$ cat src/rtl/mpi_credit_node.sv
// Credit-based ("yummy") point-to-point link endpoint: a credit-throttled TX packet generator
// and an RX FIFO that returns one credit per drained word.
module mpi_credit_node #(
  parameter int unsigned DATA_W     = 64,
  parameter int unsigned CREDITS    = 4,
  parameter int unsigned FIFO_DEPTH = 4
) (
  input  logic              clk_i,
  input  logic              rstn_i,
  input  logic [31:0]       rank_i,
  input  logic [31:0]       dest_i,
  input  logic              yummy_i,
  output logic [DATA_W-1:0] tx_data_o,
  output logic              tx_valid_o,
  input  logic              rx_valid_i,
  input  logic [DATA_W-1:0] rx_data_i,
  input  logic              rx_ready_i,
  output logic [DATA_W-1:0] rx_data_o,
  output logic              yummy_o,
  output logic              rx_overflow_o
);

  localparam int unsigned CntW   = $clog2(CREDITS + 1);
  localparam int unsigned PtrW   = $clog2(FIFO_DEPTH);
  localparam int unsigned CountW = $clog2(FIFO_DEPTH + 1);

  // TX state
  logic [CntW-1:0]   credit_q, credit_d;
  logic [31:0]       seq_q;
  logic              tx_valid_q;
  logic [DATA_W-1:0] tx_data_q;
  logic              send;
  logic [63:0]       tx_word;

  // RX state
  logic [DATA_W-1:0] mem_q [FIFO_DEPTH];
  logic [PtrW-1:0]   rd_ptr_q, wr_ptr_q;
  logic [CountW-1:0] count_q, count_d;
  logic              yummy_q, overflow_q;
  logic [DATA_W-1:0] rx_data_q;
  logic              full, pop, push, overflow;

  // Only the low halves of the ranks go on the wire.
  logic unused_rank_bits;
  assign unused_rank_bits = ^{rank_i[31:16], dest_i[31:16]};

  always_comb begin
    send     = (credit_q != '0);
    credit_d = credit_q;
    tx_word  = {rank_i[15:0], dest_i[15:0], seq_q};
    if (send && !yummy_i) begin
      credit_d = credit_q - 1'b1;
    end else if (!send && yummy_i && (credit_q != CntW'(CREDITS))) begin
      credit_d = credit_q + 1'b1;
    end
  end

  always_ff @(posedge clk_i) begin
    if (!rstn_i) begin
      credit_q   <= CntW'(CREDITS);
      seq_q      <= '0;
      tx_valid_q <= 1'b0;
      tx_data_q  <= '0;
    end else begin
      credit_q   <= credit_d;
      tx_valid_q <= send;
      if (send) begin
        tx_data_q <= DATA_W'(tx_word);
        seq_q     <= seq_q + 32'd1;
      end
    end
  end

  // A full FIFO may still accept a word when the head drains on the same edge.
  always_comb begin
    full     = (count_q == CountW'(FIFO_DEPTH));
    pop      = (count_q != '0) && rx_ready_i;
    push     = rx_valid_i && (!full || pop);
    overflow = rx_valid_i && full && !pop;
    count_d  = count_q;
    if (push && !pop) begin
      count_d = count_q + 1'b1;
    end else if (!push && pop) begin
      count_d = count_q - 1'b1;
    end
  end

  always_ff @(posedge clk_i) begin
    if (!rstn_i) begin
      rd_ptr_q   <= '0;
      wr_ptr_q   <= '0;
      count_q    <= '0;
      yummy_q    <= 1'b0;
      rx_data_q  <= '0;
      overflow_q <= 1'b0;
    end else begin
      count_q <= count_d;
      yummy_q <= pop;
      if (push) begin
        wr_ptr_q <= wr_ptr_q + 1'b1;
      end
      if (pop) begin
        rx_data_q <= mem_q[rd_ptr_q];
        rd_ptr_q  <= rd_ptr_q + 1'b1;
      end
      if (overflow) begin
        overflow_q <= 1'b1;
      end
    end
  end

  // Storage needs no reset: occupancy is tracked by count_q alone.
  always_ff @(posedge clk_i) begin
    if (push) begin
      mem_q[wr_ptr_q] <= rx_data_i;
    end
  end

  assign tx_valid_o    = tx_valid_q;
  assign tx_data_o     = tx_data_q;
  assign yummy_o       = yummy_q;
  assign rx_data_o     = rx_data_q;
  assign rx_overflow_o = overflow_q;

endmodule

$ cat config.mk
export PLATFORM = sky130hd
export DESIGN_NAME = mpi_credit_node
export DESIGN_NICKNAME = d
export VERILOG_FILES = /design/src/rtl/mpi_credit_node.sv
export SDC_FILE = /design/constraint.sdc
export NUM_CORES = 1
export LEC_CHECK = 0
export CAP_MARGIN = 0
export CELL_PAD_IN_SITES_DETAIL_PLACEMENT = 1
export CELL_PAD_IN_SITES_GLOBAL_PLACEMENT = 2
export CORE_MARGIN = 5
export CORE_UTILIZATION = 39
export DETAILED_ROUTE_END_ITERATION = 10
export HOLD_SLACK_MARGIN = 0.15
export PLACE_DENSITY_LB_ADDON = 0.2
export SYNTH_ARGS = -nofsm -noshare
export SYNTH_HDL_FRONTEND = slang
export SYNTH_SLANG_ARGS = --single-unit
$ cat constraint.sdc
create_clock -name clk_i -period 7.6 [get_ports clk_i]
set_input_delay 2.28 -clock clk_i [delete_from_list [all_inputs] [get_ports clk_i]]
set_output_delay 2.28 -clock clk_i [all_outputs]
set_load 0.03 [all_outputs]
==> run summary <==
outcome: completed
Final Non-Filler Cells: 1,925
vias per inst: 5.157
largest fanout on the critical path: 64
Gate power share: 21.1%
Root Driver: clkbuf_16
die footprint: 44,420 um2
Lkg Pwr: 6.490 nW
final worst path period need: 4133 ps
Worst EP arrival: 4320 ps
Mapped Area: 15,720 um2
top-level I/O count: 264
initial antenna violation count: 6
Max-Cap Viols: 0
RSZ-0062 raised after global routing: false
via count: 9,928
total grt overflow: 0
Slew HR: 25.11%
post-synth top area cell: edfxtp_1
starting density of the core: 39.47%
Final Cycle Share: 54.38%
Final #Nets: 1,505
Die Width: 210.8 um
hold crit path type: flip-flop to flip-flop
Internal Power: 0.004559 W
Peak supply drop: 0.2132 mV
Most used DFF post-synth: edfxtp_1
most common cell after layout, fill and taps aside: nand2_1
total global-route track usage: 17.25%
CTS buffer count: 46
H-tree depth: 2
setup skew after layout: 15.08 ps
NetSw: 0.001831 W
most frequent cells in the layout: 267 x nand2_1, 256 x edfxtp_1, 231 x clkdlybuf4s50_1
ANT nets after route: 0
largest cells by area after synthesis: edfxtp_1 49%, dfxtp_1 22%, mux4_2 9.2%, nand2_1 6.4%, a21oi_1 4.8%
clock power share: 33.9%
slowest stage cell, crit path: and2_4
FP Rows: 73
fmax: 0.2420 GHz
Buffers on Ports: 231
dpl hpwl: 22,250 um
CTS Hold Buffers Added: 0
share of cells above drive strength 1: 10.79%
EDFF count, synth: 256
Post-CTS Setup Inserts: 0
async set-or-reset flop fraction in the synthesized netlist: 0%
pins over their slew limit: 0
routability cong.: 0.7270
Residual DRC: 0
largest net degree at the start of global routing: 134
CP Buf/Inv Count: 1
post-synth cell types: 38
vias in the first global route: 10,650
Filler Cells Inserted: 4,002
CP endpoint kind: flip-flop
Worst Max-Slew Pin Slew: 1123 ps
Hold Vio Cnt, Final: 0
clk slew on worst S/H paths: 50 ps
CTS tree: done
sequential area share after synthesis: 70.93%
1st-iter DRT viols: 443
drt wl/cell: 20.09 um
Mean Syn Cell Area: 13.74 um2
core area: 39,820 um2
Gates resized, CTS repair: 0
CTS sink count: 429
final total negative setup slack: 0 ps
sw frac: 28.65%
wire length of the first global-routing pass: 60,510 um
share of the synthesized area in the top cell type: 48.90%
worst-path cell chain: clkdlybuf4s50_1 -> nor4b_1 -> nor2b_1 -> and2_4
syn_nets: 1,285
Pwr Density: 320.0 nW/um2
crit path launch type: input port
P&R area growth vs syn: 27.02%
Required @ worst endpoint: 7780 ps
yosys warns: 0
clk_lat worst skew: 570 ps
maximum root-to-sink buffer count: 3
CP delay by family, top: simple AND/OR/NAND/NOR gates
DR pass1 iterations: 4
Synth Instances: 1,144
Worst Setup Path Type: input port to flip-flop
Post-Place Cells: 1,841
Final setup viols: 0
slowest cell delay on critical path: 960 ps
Seq cells post-synth: 429
routed wire length: 38,670 um
die extent in y: 210.8 um
part of the power in registers: 45.1%
-- power by group through the flow --
| stage | registers [W] | logic, W | clock network (W) |
|---|---|---|---|
| final | 0.00288 | 0.00135 | 0.00216 |
| after global routing | 0.00291 | 0.00146 | 0.00234 |
| after detailed placement | 0.00294 | 0.00138 | 0 |
| after CTS | 0.00289 | 0.00138 | 0.00223 |
| after global placement | 0.00292 | 0.00135 | 0 |
| after floorplan | 0.00306 | 0.000707 | 0 |
-- metal layers --
metal	up-vias	track usage, %	routed length (um)
met1	5028	21.73	16390
met5	-	0	73
met2	203	29.57	19200
met3	58	4.233	2127
li1	4629	-	-
met4	10	5.366	873
-- synth_stat cells, types with 7 or more instances --
| cell | count |
|---|---|
| nor2_1 | 22 |
| nor4_1 | 7 |
| buf_2 | 7 |
| edfxtp_1 | 256 |
| or3_1 | 7 |
| xor2_1 | 10 |
| nand4_1 | 16 |
| inv_1 | 13 |
| clkbuf_1 | 46 |
| buf_1 | 15 |
| dfxtp_1 | 173 |
| o31ai_1 | 10 |
| or4_1 | 12 |
| nand2_1 | 267 |
| mux4_2 | 64 |
| a21oi_1 | 152 |
| nand3_1 | 8 |
-- path summary, 6_finish.rpt --
check,startpoint,end,slack [ps],cells past startpoint
hold / removal,tx_data_o[15],tx_data_o[15],450,2
setup / recovery,rx_ready_i,mem_q[3][28],3470,4
hold reg to reg,tx_data_o[15],tx_data_o[15],450,2
setup reg to reg,credit_q[1],credit_q[2],4960,7
-- flip-flops by register name (all words and copies together), names as in the netlist --
name / cells
wr_ptr_q: 2
count_q: 3
yummy_o: 1
tx_data_o: 64
mem_q: 256
rx_data_o: 64
seq_q: 32
credit_q: 3
rx_overflow_o: 1
tx_valid_o: 1
rd_ptr_q: 2
-- worst min-delay path, delay by kind of cell, from the launching register on --
family | cells | cell delay, ps
flops | 1 | 300
compound gates | 1 | 50
simple gates | 1 | 50
-- final cells by class --
class	instances	area (um2)	share of cell area, %
antenna	1	2.502	0.01253
clock buffer	61	1249	6.254
clock inverter	22	193.9	0.9712
inverter	14	57.56	0.2882
multi-input combinational	633	4270	21.39
sequential	429	11160	55.88
tap	525	656.9	3.290
timing repair buffer	240	2380	11.92
-- cell families after synthesis --
group,after synthesis,synth area share (%)
flip-flops,429,70.93
AND/OR/NAND/NOR,366,10.13
AO/OA/AOI/OAI,177,6.001
buffers and inverters,82,2.014
multiplexers,66,9.296
XOR/XNOR,16,0.8914
adder cells (fa/ha/maj),8,0.7322
-- metrics by stage --
step           total power [W]  worst slack (ps)  utilization (%)  cell area, um2  hold slack [ps]
2_1_floorplan         0.003771              2962                -           15720            436.3
3_3_place_gp          0.004275              2841            46.51           18520            436.3
3_5_place_dp          0.004312              2817            46.51           18520            443.5
4_1_cts               0.006506              3429            50.14           19970            452.0
5_1_grt               0.006716              3314            50.14           19970            470.1
6_report              0.006390              3467            50.14           19970            447.9
Note: power is estimated with default switching activity, not from simulation.
